[config.mk]
export PLATFORM = sky130hd
export DESIGN_NAME = sdram_arbiter
export DESIGN_NICKNAME = d
export VERILOG_FILES = /design/src/rtl/sdram_arb_pkg.sv /design/src/rtl/sdram_arb_tagfifo.sv /design/src/rtl/sdram_arbiter.sv
export SDC_FILE = /design/constraint.sdc
export NUM_CORES = 1
export LEC_CHECK = 0
export ABC_AREA = 1
export CORE_AREA = 4 4 113 115
export CTS_CLUSTER_DIAMETER = 30
export DETAILED_ROUTE_END_ITERATION = 8
export DIE_AREA = 0 0 117 119
export HOLD_SLACK_MARGIN = 0.1
export PLACE_DENSITY = 0.66
export SYNTH_ARGS = -nofsm -noshare
export SYNTH_HDL_FRONTEND = slang
export SYNTH_SLANG_ARGS = --single-unit
[constraint.sdc]
create_clock -name clk_clk -period 6.6 [get_ports clk_clk]
set_input_delay 1.32 -clock clk_clk [delete_from_list [all_inputs] [get_ports clk_clk]]
set_output_delay 1.32 -clock clk_clk [all_outputs]
set_load 0.005 [all_outputs]
[src/rtl/sdram_arb_pkg.sv]
// -----------------------------------------------------------------------------
// sdram_arb_pkg
// Shared definitions for the two-port SDRAM arbiter: default geometry and the
// 1-bit requester id that travels through the read-tag FIFO.
// -----------------------------------------------------------------------------
package sdram_arb_pkg;

    localparam int ADDR_W_DEF   = 25;  // SDRAM word-address width
    localparam int DATA_W_DEF   = 32;  // data width (byte enables = DATA_W/8)
    localparam int MAX_PEND_DEF = 8;   // outstanding reads, power of two

    // Identifies which requester owns a command or a returning read.
    typedef logic port_id_t;

    localparam port_id_t PORT_M0 = 1'b0;
    localparam port_id_t PORT_M1 = 1'b1;

endpackage

[src/rtl/sdram_arb_tagfifo.sv]
// -----------------------------------------------------------------------------
// sdram_arb_tagfifo
// Depth-DEPTH, 1-bit-wide FIFO of requester ids, one entry per read that the
// controller has accepted but not yet answered. Head entry is shown
// combinationally so the return can be routed in the same cycle it arrives.
//
// Ports:
//   clk, rst_n    clock, asynchronous active-low reset (empties the FIFO)
//   push, push_id write one id at the tail (caller never pushes when full)
//   pop           drop the head entry (caller never pops when empty)
//   head          id at the head of the queue
//   full, empty   occupancy flags
//   count         number of entries held, 0..DEPTH
// -----------------------------------------------------------------------------
module sdram_arb_tagfifo
    import sdram_arb_pkg::*;
#(
    parameter int DEPTH = MAX_PEND_DEF
) (
    input  logic                     clk,
    input  logic                     rst_n,
    input  logic                     push,
    input  port_id_t                 push_id,
    input  logic                     pop,
    output port_id_t                 head,
    output logic                     full,
    output logic                     empty,
    output logic [$clog2(DEPTH):0]   count
);

    localparam int PTR_W = $clog2(DEPTH);

    port_id_t           mem [DEPTH];
    logic [PTR_W-1:0]   wr_ptr;
    logic [PTR_W-1:0]   rd_ptr;
    logic [PTR_W:0]     cnt;

    // NOTE: the storage array has no reset; only the pointers and count define
    // which entries are valid, so clearing them is enough to empty the FIFO.
    always_ff @(posedge clk) begin
        if (push) begin
            mem[wr_ptr] <= push_id;
        end
    end

    // NOTE: sequential state uses non-blocking assignments so every register
    // samples the pre-edge values regardless of statement order.
    always_ff @(posedge clk or negedge rst_n) begin
        if (!rst_n) begin
            wr_ptr <= '0;
            rd_ptr <= '0;
            cnt    <= '0;
        end else begin
            // DEPTH is a power of two, so the pointers wrap by overflow.
            if (push) wr_ptr <= wr_ptr + PTR_W'(1);
            if (pop)  rd_ptr <= rd_ptr + PTR_W'(1);
            case ({push, pop})
                2'b10:   cnt <= cnt + (PTR_W+1)'(1);
                2'b01:   cnt <= cnt - (PTR_W+1)'(1);
                default: ;  // idle or simultaneous push/pop: count unchanged
            endcase
        end
    end

    assign head  = mem[rd_ptr];
    assign full  = (cnt == (PTR_W+1)'(DEPTH));
    assign empty = (cnt == '0);
    assign count = cnt;

endmodule

[src/rtl/sdram_arbiter.sv]
// -----------------------------------------------------------------------------
// sdram_arbiter
// Round-robin arbiter sharing one SDRAM controller command port between two
// Avalon-style requesters (m0, m1). A command stalled by the controller locks
// the grant until it is accepted. Read ids are queued in a tag FIFO so that
// returning data is steered to the right requester with zero latency.
//
// Ports:
//   clk_clk, reset_reset_n         clock, asynchronous active-low reset
//   mN_address/_byteenable_n/_writedata/_read_n/_write_n   requester N command
//   mN_readdata/_readdatavalid/_waitrequest                requester N response
//   sdram_1_address/_byteenable_n/_writedata/_chipselect/_read_n/_write_n
//                                  command port toward the controller
//   sdram_1_readdata/_readdatavalid/_waitrequest  controller response
//   err_orphan                     sticky: read data arrived with nothing pending
// -----------------------------------------------------------------------------
module sdram_arbiter
    import sdram_arb_pkg::*;
#(
    parameter int ADDR_W   = ADDR_W_DEF,
    parameter int DATA_W   = DATA_W_DEF,
    parameter int MAX_PEND = MAX_PEND_DEF
) (
    input  logic                  clk_clk,
    input  logic                  reset_reset_n,
    input  logic [ADDR_W-1:0]     m0_address,
    input  logic [DATA_W/8-1:0]   m0_byteenable_n,
    input  logic [DATA_W-1:0]     m0_writedata,
    input  logic                  m0_read_n,
    input  logic                  m0_write_n,
    output logic [DATA_W-1:0]     m0_readdata,
    output logic                  m0_readdatavalid,
    output logic                  m0_waitrequest,
    input  logic [ADDR_W-1:0]     m1_address,
    input  logic [DATA_W/8-1:0]   m1_byteenable_n,
    input  logic [DATA_W-1:0]     m1_writedata,
    input  logic                  m1_read_n,
    input  logic                  m1_write_n,
    output logic [DATA_W-1:0]     m1_readdata,
    output logic                  m1_readdatavalid,
    output logic                  m1_waitrequest,
    output logic [ADDR_W-1:0]     sdram_1_address,
    output logic [DATA_W/8-1:0]   sdram_1_byteenable_n,
    output logic [DATA_W-1:0]     sdram_1_writedata,
    output logic                  sdram_1_chipselect,
    output logic                  sdram_1_read_n,
    output logic                  sdram_1_write_n,
    input  logic [DATA_W-1:0]     sdram_1_readdata,
    input  logic                  sdram_1_readdatavalid,
    input  logic                  sdram_1_waitrequest,
    output logic                  err_orphan
);

    localparam int CNT_W = $clog2(MAX_PEND) + 1;

    port_id_t           sel;
    port_id_t           lock_port;
    port_id_t           prio_q;
    logic               lock_q;
    logic               req0, req1;
    logic               sel_read_n, sel_write_n;
    logic               sel_req, sel_rd;
    logic               blocked, issue, accept;
    logic               fifo_push, fifo_pop;
    logic               fifo_full, fifo_empty;
    port_id_t           fifo_head;
    logic [CNT_W-1:0]   pend_count;

    assign req0 = ~m0_read_n | ~m0_write_n;
    assign req1 = ~m1_read_n | ~m1_write_n;

    // NOTE: sel gets a default before the priority chain so no path leaves it
    // unassigned, which would otherwise infer a latch.
    always_comb begin
        sel = prio_q;
        if (lock_q)            sel = lock_port;
        else if (req0 && req1) sel = prio_q;
        else if (req0)         sel = PORT_M0;
        else if (req1)         sel = PORT_M1;
    end

    assign sel_read_n  = (sel == PORT_M1) ? m1_read_n  : m0_read_n;
    assign sel_write_n = (sel == PORT_M1) ? m1_write_n : m0_write_n;
    assign sel_req     = ~sel_read_n | ~sel_write_n;
    assign sel_rd      = ~sel_read_n;

    // A read is held back while every tag slot is taken, even if a slot frees
    // up this very cycle; it goes out on the next cycle instead.
    assign blocked = sel_rd & fifo_full;
    // Gating with reset keeps the command port idle while reset is asserted,
    // even though requester inputs are still passed through combinationally.
    assign issue   = reset_reset_n & sel_req & ~blocked;
    assign accept  = issue & ~sdram_1_waitrequest;

    // Address, data and byte enables always follow the selected port; only
    // the strobes are qualified.
    assign sdram_1_address      = (sel == PORT_M1) ? m1_address      : m0_address;
    assign sdram_1_byteenable_n = (sel == PORT_M1) ? m1_byteenable_n : m0_byteenable_n;
    assign sdram_1_writedata    = (sel == PORT_M1) ? m1_writedata    : m0_writedata;
    assign sdram_1_chipselect   = issue;
    assign sdram_1_read_n       = issue ? sel_read_n  : 1'b1;
    assign sdram_1_write_n      = issue ? sel_write_n : 1'b1;

    assign m0_waitrequest = ~(accept && (sel == PORT_M0));
    assign m1_waitrequest = ~(accept && (sel == PORT_M1));

    assign fifo_push = accept & sel_rd;
    assign fifo_pop  = sdram_1_readdatavalid & ~fifo_empty;

    sdram_arb_tagfifo #(
        .DEPTH   (MAX_PEND)
    ) u_tagfifo (
        .clk     (clk_clk),
        .rst_n   (reset_reset_n),
        .push    (fifo_push),
        .push_id (sel),
        .pop     (fifo_pop),
        .head    (fifo_head),
        .full    (fifo_full),
        .empty   (fifo_empty),
        .count   (pend_count)
    );

    // The full flag and the occupancy count must never disagree.
    assert property (@(posedge clk_clk) disable iff (!reset_reset_n)
        fifo_full == (pend_count == CNT_W'(MAX_PEND)));

    assign m0_readdata      = sdram_1_readdata;
    assign m1_readdata      = sdram_1_readdata;
    assign m0_readdatavalid = fifo_pop && (fifo_head == PORT_M0);
    assign m1_readdatavalid = fifo_pop && (fifo_head == PORT_M1);

    always_ff @(posedge clk_clk or negedge reset_reset_n) begin
        if (!reset_reset_n) begin
            lock_q     <= 1'b0;
            lock_port  <= PORT_M0;
            prio_q     <= PORT_M0;
            err_orphan <= 1'b0;
        end else begin
            // A stalled command keeps the grant until the controller takes it.
            if (issue && sdram_1_waitrequest) begin
                lock_q    <= 1'b1;
                lock_port <= sel;
            end else if (accept) begin
                lock_q    <= 1'b0;
            end
            if (accept) prio_q <= ~sel;
            if (sdram_1_readdatavalid && fifo_empty) err_orphan <= 1'b1;
        end
    end

endmodule

==> results of run 1 <==
==> critical path, cell delays in order <==
cell and delay (ns):
clkdlybuf4s50_1 0.51, nand2_1 0.08, nor2_1 0.12, nor2_2 0.06, nand2_4 0.09, nand2_4 0.25
inv_2 0.24, buf_4 0.47, nand2_1 0.10, nand2_1 0.09, clkdlybuf4s50_1 0.59
==> worst paths after layout <==
path                          startpoint               endpoint  slack (ns)  cells after the start
max                           m1_write_n  sdram_1_writedata[21]        1.32                     11
min                           err_orphan             err_orphan        0.48                      1
max reg2reg                       prio_q     u_tagfifo.count[3]        3.84                     16
min reg2reg                   err_orphan             err_orphan        0.48                      1
max in group asynchronous  reset_reset_n    u_tagfifo.rd_ptr[2]        5.00                      2
min in group asynchronous  reset_reset_n    u_tagfifo.wr_ptr[2]        1.40                      2
==> cells by family (layout without fill, tap and decap cells) <==
| family | after synthesis | count (layout) |
|---|---|---|
| multiplexers | 2 | 2 |
| XOR/XNOR | 7 | 7 |
| adder cells (fa/ha/maj) | 5 | 5 |
| AND/OR/NAND/NOR | 267 | 267 |
| buffers and inverters | 92 | 220 |
| flip-flops | 22 | 22 |
| AO/OA/AOI/OAI | 16 | 16 |
==> final cells by class <==
cell class | instances | area, um2 | area share [%]
Clock buffer | 3 | 75.1 | 1.75
Clock inverter | 1 | 3.75 | 0.0875
Inverter | 15 | 58.8 | 1.37
Multi-Input combinational cell | 297 | 1370 | 32.0
Sequential cell | 22 | 591 | 13.8
Tap cell | 147 | 184 | 4.29
Timing Repair Buffer | 201 | 2000 | 46.7
==> synthesized netlist by cell type, types with 3 or more instances <==
library cell	count
inv_1	13
nand3_2	3
nand3_1	11
buf_4	64
o21ai_0	5
xor2_1	4
nor2_2	10
edfxtp_1	8
o21bai_1	3
nand2_4	3
nor2_1	10
nand2_1	222
dfrtp_1	14
xnor2_1	3
ha_1	5
buf_2	13
==> flip-flops by register name (all words and copies together) (netlist names) <==
name              cells
u_tagfifo.wr_ptr      3
err_orphan            1
u_tagfifo.mem         8
prio_q                1
u_tagfifo.rd_ptr      3
u_tagfifo.count       4
lock_q                1
lock_port             1
==> through the flow <==
step                      hold slack [ns]  util [%]  instance area [um2]  power [W]
after floorplan                     0.449         -                 2570   0.000839
after global placement              0.453      35.6                 4210    0.00141
after detailed placement            0.468      35.6                 4210    0.00143
after CTS                           0.482      36.3                 4290    0.00157
after global routing                0.515      36.3                 4290    0.00169
final                               0.477      36.3                 4290    0.00154
==> metal layers <==
metal / track usage, % / vias up / wire, um
met1: 15.6 / 1238 / 3890
li1: - / 1454 / -
met5: 0 / - / 0
met4: 7.81 / 0 / 510
met2: 23.4 / 135 / 5010
met3: 4.73 / 55 / 1100
==> power groups by stage <==
stage          logic, W  clock network [W]  registers, W
2_1_floorplan  0.000603                  0      0.000236
3_3_place_gp    0.00116                  0      0.000245
3_5_place_dp    0.00118                  0      0.000248
4_1_cts         0.00119           0.000136      0.000246
5_1_grt         0.00130           0.000141      0.000254
6_report        0.00117           0.000131      0.000247
==> metrics.md, run 1 <==
| Metric | Value |
|---|---|
| Most frequent cells in the layout | `222 x nand2_1, 198 x clkdlybuf4s50_1, 14 x dfrtp_1` |
| Status | `finished clean` |
| WS Path Type | `in2out` |
| Postcts setup bufs | `0` |
| Remaining DRCs | `0` |
| RSZ-0062 raised after global routing | `false` |
| Hold Crit Class | `reg2reg` |
| Clock network fraction of design power | `about 8.5%` |
| Sw Ratio | `a little over two fifths` |
| Post-CTS Hold Fix Bufs | `0` |
| Sequential-to-total area share from yosys stat | `23.0%` |
| Port Buffers | `between 150 and 200` |
| #FFs+latches synth | `22` |
| Clk sinks | `22` |
| Max-Cap Viols | `0` |
| Largest net degree at the start of global routing | `55` |
| Placed Instances | `682` |
| Synth Area in Compound Gates | `under 10%` |
| Clock skew | `0.00230 ns` |
| Synth Area in Simple Gates | `between 40% and 50%` |
| Die area | `~0.014 mm2` |
| Max IR drop VDD | `~0.00012 V` |
| Synth Warn # | `0` |
| CTS tree | `built` |
| Final setup violating endpoints | `0` |
| Post-Syn Instances | `411` |
| Main combinational cell family by area after synthesis | `simple AND/OR/NAND/NOR gates` |
| Critical Path Source Type | `input pin` |
| Synth cell types | `30` |
| DRT Pass-1 Iters | `4` |
| Area leader, netlist | `nand2_1` |
| Ys flop type | `dfrtp_1` |
| Syn_area_per_cell | `~6.2 um2` |
| IO Pins | `approximately 300` |
| Core Area | `around 0.012 mm2` |
| Die height | `between 100 and 150 um` |
| Routed wire length | `10500 um` |
| Clk slew on worst S/H paths | `around 0.06 ns` |
| Post-Synthesis Cell Area | `roughly 0.0026 mm2` |
| Crit end category | `primary output` |
| Initial antenna violation count | `0` |
| Xor/xnor share of the synthesized area | `roughly 2.4%` |
| Net switching power | `slightly below 0.0007 W` |
| Via density | `4.20` |
| Commonest non-fill, non-tap cell in the layout | `nand2_1` |
| Post-synth top area share | `roughly a third` |
| Slew Limit Fails | `0` |
| 1st-iter DRT viols | `~160` |
| Fin. Hold Viols | `0` |
| Final ANT Viol Nets | `0` |
| Setup TNS | `0 ns` |
| Worst slew margin | `roughly two thirds` |
| Diode count | `0` |
| Max Clk Rate | `around 190 MHz` |
| Final period utilization | `around 80%` |
| Worst-Margin Slew | `about 0.53 ns` |
| GPL Wtd Cong | `between 0.8 and 0.9` |
| Grt total ovfl | `0` |
| CTS resizes | `0` |
| Row count | `40` |
| First-pass GRT wire length | `15500 um` |
| CTS max path bufs | `2` |
| Flop pwr share | `16.0%` |
| Pint | `about 0.00087 W` |
| Layout cells sized above 1 | `5.57%` |
| Leakage power | `between 1.5 and 2 nW` |
| Inserted Clock Buffers | `3` |
| Vias in the first global route | `2980` |
| Top post-synthesis cells by area | `nand2_1 32%, buf_4 19%, dfrtp_1 14%` |
| Combinational Power Share | `roughly three quarters` |
| Root buffer cell | `clkbuf_16` |
| Multiplexer share of the synthesized area | `0.780%` |
| Async SR Flop Fraction | `63.6%` |
| Nets | `707` |
| Pwr dens | `360 mW/mm2` |
| Die X | `around 120 um` |
| Starting Density | `between 20% and 30%` |
| Global-route usage over all layers | `~14%` |
| Worst EP required | `5.28 ns` |
| Via count | `a little under 3000` |
| Post-synth EDFFs | `8` |
| Fill cell count | `1249` |
| Worst Path Max Fanout | `54` |
| HPWL after detailed placement | `just under 9000 um` |
| Post-synthesis adder-cell area fraction | `2.44%` |
| Pre-CTS setup slack | `~1.3 ns` |
| WP data arrival | `between 3 and 4 ns` |
| Syn Nets | `~580` |
| Area growth, synth to finish | `67.1%` |
| Final WS setup | `about 1.3 ns` |
| Final non-filler cell total | `between 600 and 700` |
| Routed len/inst | `15.3 um` |
| Minimum clock period after layout | `about 5.3 ns` |
| Clock Latency Late Sink | `0.26 ns` |
| CTS H-Tree Depth | `1` |
(Power assumes the default switching activity.)
==> run 2: changes to the inputs <==
--- a/config.mk
+++ b/config.mk
@@ -11,7 +11,7 @@
 export DETAILED_ROUTE_END_ITERATION = 8
 export DIE_AREA = 0 0 117 119
 export HOLD_SLACK_MARGIN = 0.1
-export PLACE_DENSITY = 0.66
+export PLACE_DENSITY = 0.69
 export SYNTH_ARGS = -nofsm -noshare
 export SYNTH_HDL_FRONTEND = slang
 export SYNTH_SLANG_ARGS = --single-unit
==> constraint.sdc (replaced) <==
create_clock -name clk_clk -period 4.4 [get_ports clk_clk]
set_input_delay 0.88 -clock clk_clk [delete_from_list [all_inputs] [get_ports clk_clk]]
set_output_delay 0.88 -clock clk_clk [all_outputs]
set_load 0.005 [all_outputs]
==> run 2 against run 1 <==
Net effect:
- clock skew is essentially flat
- sequential share of layout area decreased by 0.12 points
- die area unchanged
- flip-flop and latch count unchanged
- total power increased by 54%
- global-route usage shrank 0.24 points
- critical path depth stayed put
- register-to-register slack got worse by 2.0 ns
- final cell count is 0.29% higher
- via count rose by 1.1%
==> metrics.md, run 2 (synthesized netlist as in run 1, its figures left out) <==
| Metric | Value |
|---|---|
| Status | `finished clean` |
| Final setup violating endpoints | `0 (unchanged)` |
| Hold Crit Class | `reg2reg` |
| HPWL after detailed placement | `8710 um (-2.2%)` |
| Die area | `0.0139 mm2 (unchanged)` |
| Final ANT Viol Nets | `0 (unchanged)` |
| Commonest non-fill, non-tap cell in the layout | `nand2_1` |
| CTS resizes | `0 (unchanged)` |
| WP data arrival | `3.05 ns (-0.91 ns)` |
| Worst Path Max Fanout | `37 (-31%)` |
| Layout cells sized above 1 | `6.10% (+0.53 points)` |
| Root buffer cell | `clkbuf_16` |
| Final WS setup | `0.470 ns (-0.846 ns)` |
| Via count | `2914 (+1.1%)` |
| Minimum clock period after layout | `between 3 and 4 ns` |
| First-pass GRT wire length | `15100 um (-2.1%)` |
| Postcts setup bufs | `0 (unchanged)` |
| Worst-Margin Slew | `0.506 ns (-0.0234 ns)` |
| Slew Limit Fails | `0 (unchanged)` |
| DRT Pass-1 Iters | `4 (unchanged)` |
| Final non-filler cell total | `688 (+0.29%)` |
| Worst slew margin | `66.3% (+1.6 points)` |
| Die X | `117 um (unchanged)` |
| Core Area | `0.0118 mm2 (unchanged)` |
| Port Buffers | `198 (unchanged)` |
| Max IR drop VDD | `0.000160 V (+32%)` |
| 1st-iter DRT viols | `151 (-2.6%)` |
| Worst EP required | `3.52 ns (-1.76 ns)` |
| Global-route usage over all layers | `13.9% (-0.24 points)` |
| Nets | `709 (+0.28%)` |
| Placed Instances | `684 (+0.29%)` |
| IO Pins | `295 (unchanged)` |
| Biggest register | `u_tagfifo.mem` |
| RSZ-0062 raised after global routing | `false` |
| Fill cell count | `1215 (-2.7%)` |
| WS Path Type | `in2out` |
| Fin. Hold Viols | `0 (unchanged)` |
| Pwr dens | `551 mW/mm2 (+53%)` |
| Initial antenna violation count | `0 (unchanged)` |
| CTS H-Tree Depth | `1 (unchanged)` |
| Crit end category | `primary output` |
| Critical Path Source Type | `input pin` |
| Diode count | `0 (unchanged)` |
| Setup TNS | `0 ns (unchanged)` |
| GPL Wtd Cong | `0.800 (-1.8%)` |
| Clock skew | `0.00210 ns (-0.000198 ns)` |
| CTS max path bufs | `2 (unchanged)` |
| Largest net degree at the start of global routing | `47 (-15%)` |
| Die height | `119 um (unchanged)` |
| Final period utilization | `about nine tenths` |
| Max Clk Rate | `254 MHz` |
| Area growth, synth to finish | `68.5%` |
| CTS tree | `built` |
| Starting Density | `21.7% (unchanged)` |
| Vias in the first global route | `2941 (-1.3%)` |
| Clk sinks | `22 (unchanged)` |
| Routed len/inst | `15.2 um (-0.93%)` |
| Max FFs per register | `8 (unchanged)` |
| Post-CTS Hold Fix Bufs | `0 (unchanged)` |
| Clock Latency Late Sink | `0.26 ns (about the same)` |
| Leakage power | `1.98 nW (+1.0%)` |
| Grt total ovfl | `0 (unchanged)` |
| Max-Cap Viols | `0 (unchanged)` |
| Row count | `40 (unchanged)` |
| Via density | `4.24 (+0.82%)` |
| Remaining DRCs | `0 (unchanged)` |
| Final core occ | `36.6% (+0.32 points)` |
| Pre-CTS setup slack | `0.434 ns (-0.862 ns)` |
| Routed wire length | `10400 um (-0.64%)` |
| Clk slew on worst S/H paths | `0.06 ns (about the same)` |
| Most frequent cells in the layout | `222 x nand2_1, 198 x clkdlybuf4s50_1, 14 x dfrtp_1` |
| Inserted Clock Buffers | `3 (unchanged)` |
## run 2: cell count changes in the layout (fill, tap and decap cells not counted)
cell and delta:
buf_4 +1, buf_12 +1, clkbuf_8 +1, clkinv_1 -1
## run 2: layout make-up
class                           count  area [um2]  area share [%]
Timing Repair Buffer              203        2030            47.0
Sequential cell                    22         591            13.6
Clock buffer                        4        88.8            2.05
Tap cell                          147         184            4.25
Multi-Input combinational cell    297        1370            31.7
Inverter                           15        58.8            1.36
## run 2: metal layers
metal / vias up / GRT usage, % / share of wire (%)
met4: 0 / 6.16 / 3.6
met2: 142 / 23.3 / 48
met5: - / 0 / 0
met3: 52 / 5.28 / 11
li1: 1461 / - / -
met1: 1259 / 15.4 / 37
## run 2: critical path, cell delays in order
cell,delay [ns]
clkdlybuf4s50_1,0.51
nand2_1,0.08
nor2_1,0.11
nor2_2,0.06
nand2_4,0.09
nand2_4,0.09
inv_2,0.27
buf_12,0.24
nand2_1,0.07
nand2_1,0.08
clkdlybuf4s50_1,0.55
## run 2: final timing paths
kind                          startpoint                    end  slack, ns  cells after the start
max in group asynchronous  reset_reset_n    u_tagfifo.wr_ptr[1]       2.93                      2
min in group asynchronous  reset_reset_n                 lock_q       0.94                      1
max reg2reg                       prio_q     u_tagfifo.count[3]       1.85                     16
min                           err_orphan             err_orphan       0.48                      1
max                           m1_write_n  sdram_1_writedata[16]       0.47                     11
min reg2reg                   err_orphan             err_orphan       0.48                      1
## run 2: power by group
group	internal [W]	switching, W	leakage [nW]	total, W
Combinational	0.000920	0.000879	1.70	0.00180
Sequential	0.000295	0.0000774	0.238	0.000372
Clock	0.000139	0.0000744	0.0442	0.000213
Total	0.00135	0.00103	1.98	0.00238
## run 2: stage by stage
step                instance area, um2  hold WS (ns)  power [W]
floorplan                         2570         0.449    0.00126
finish                            4330         0.475    0.00238
global placement                  4240         0.456    0.00214
CTS                               4330         0.482    0.00242
detailed placement                4240         0.466    0.00218
global route                      4330         0.503    0.00260
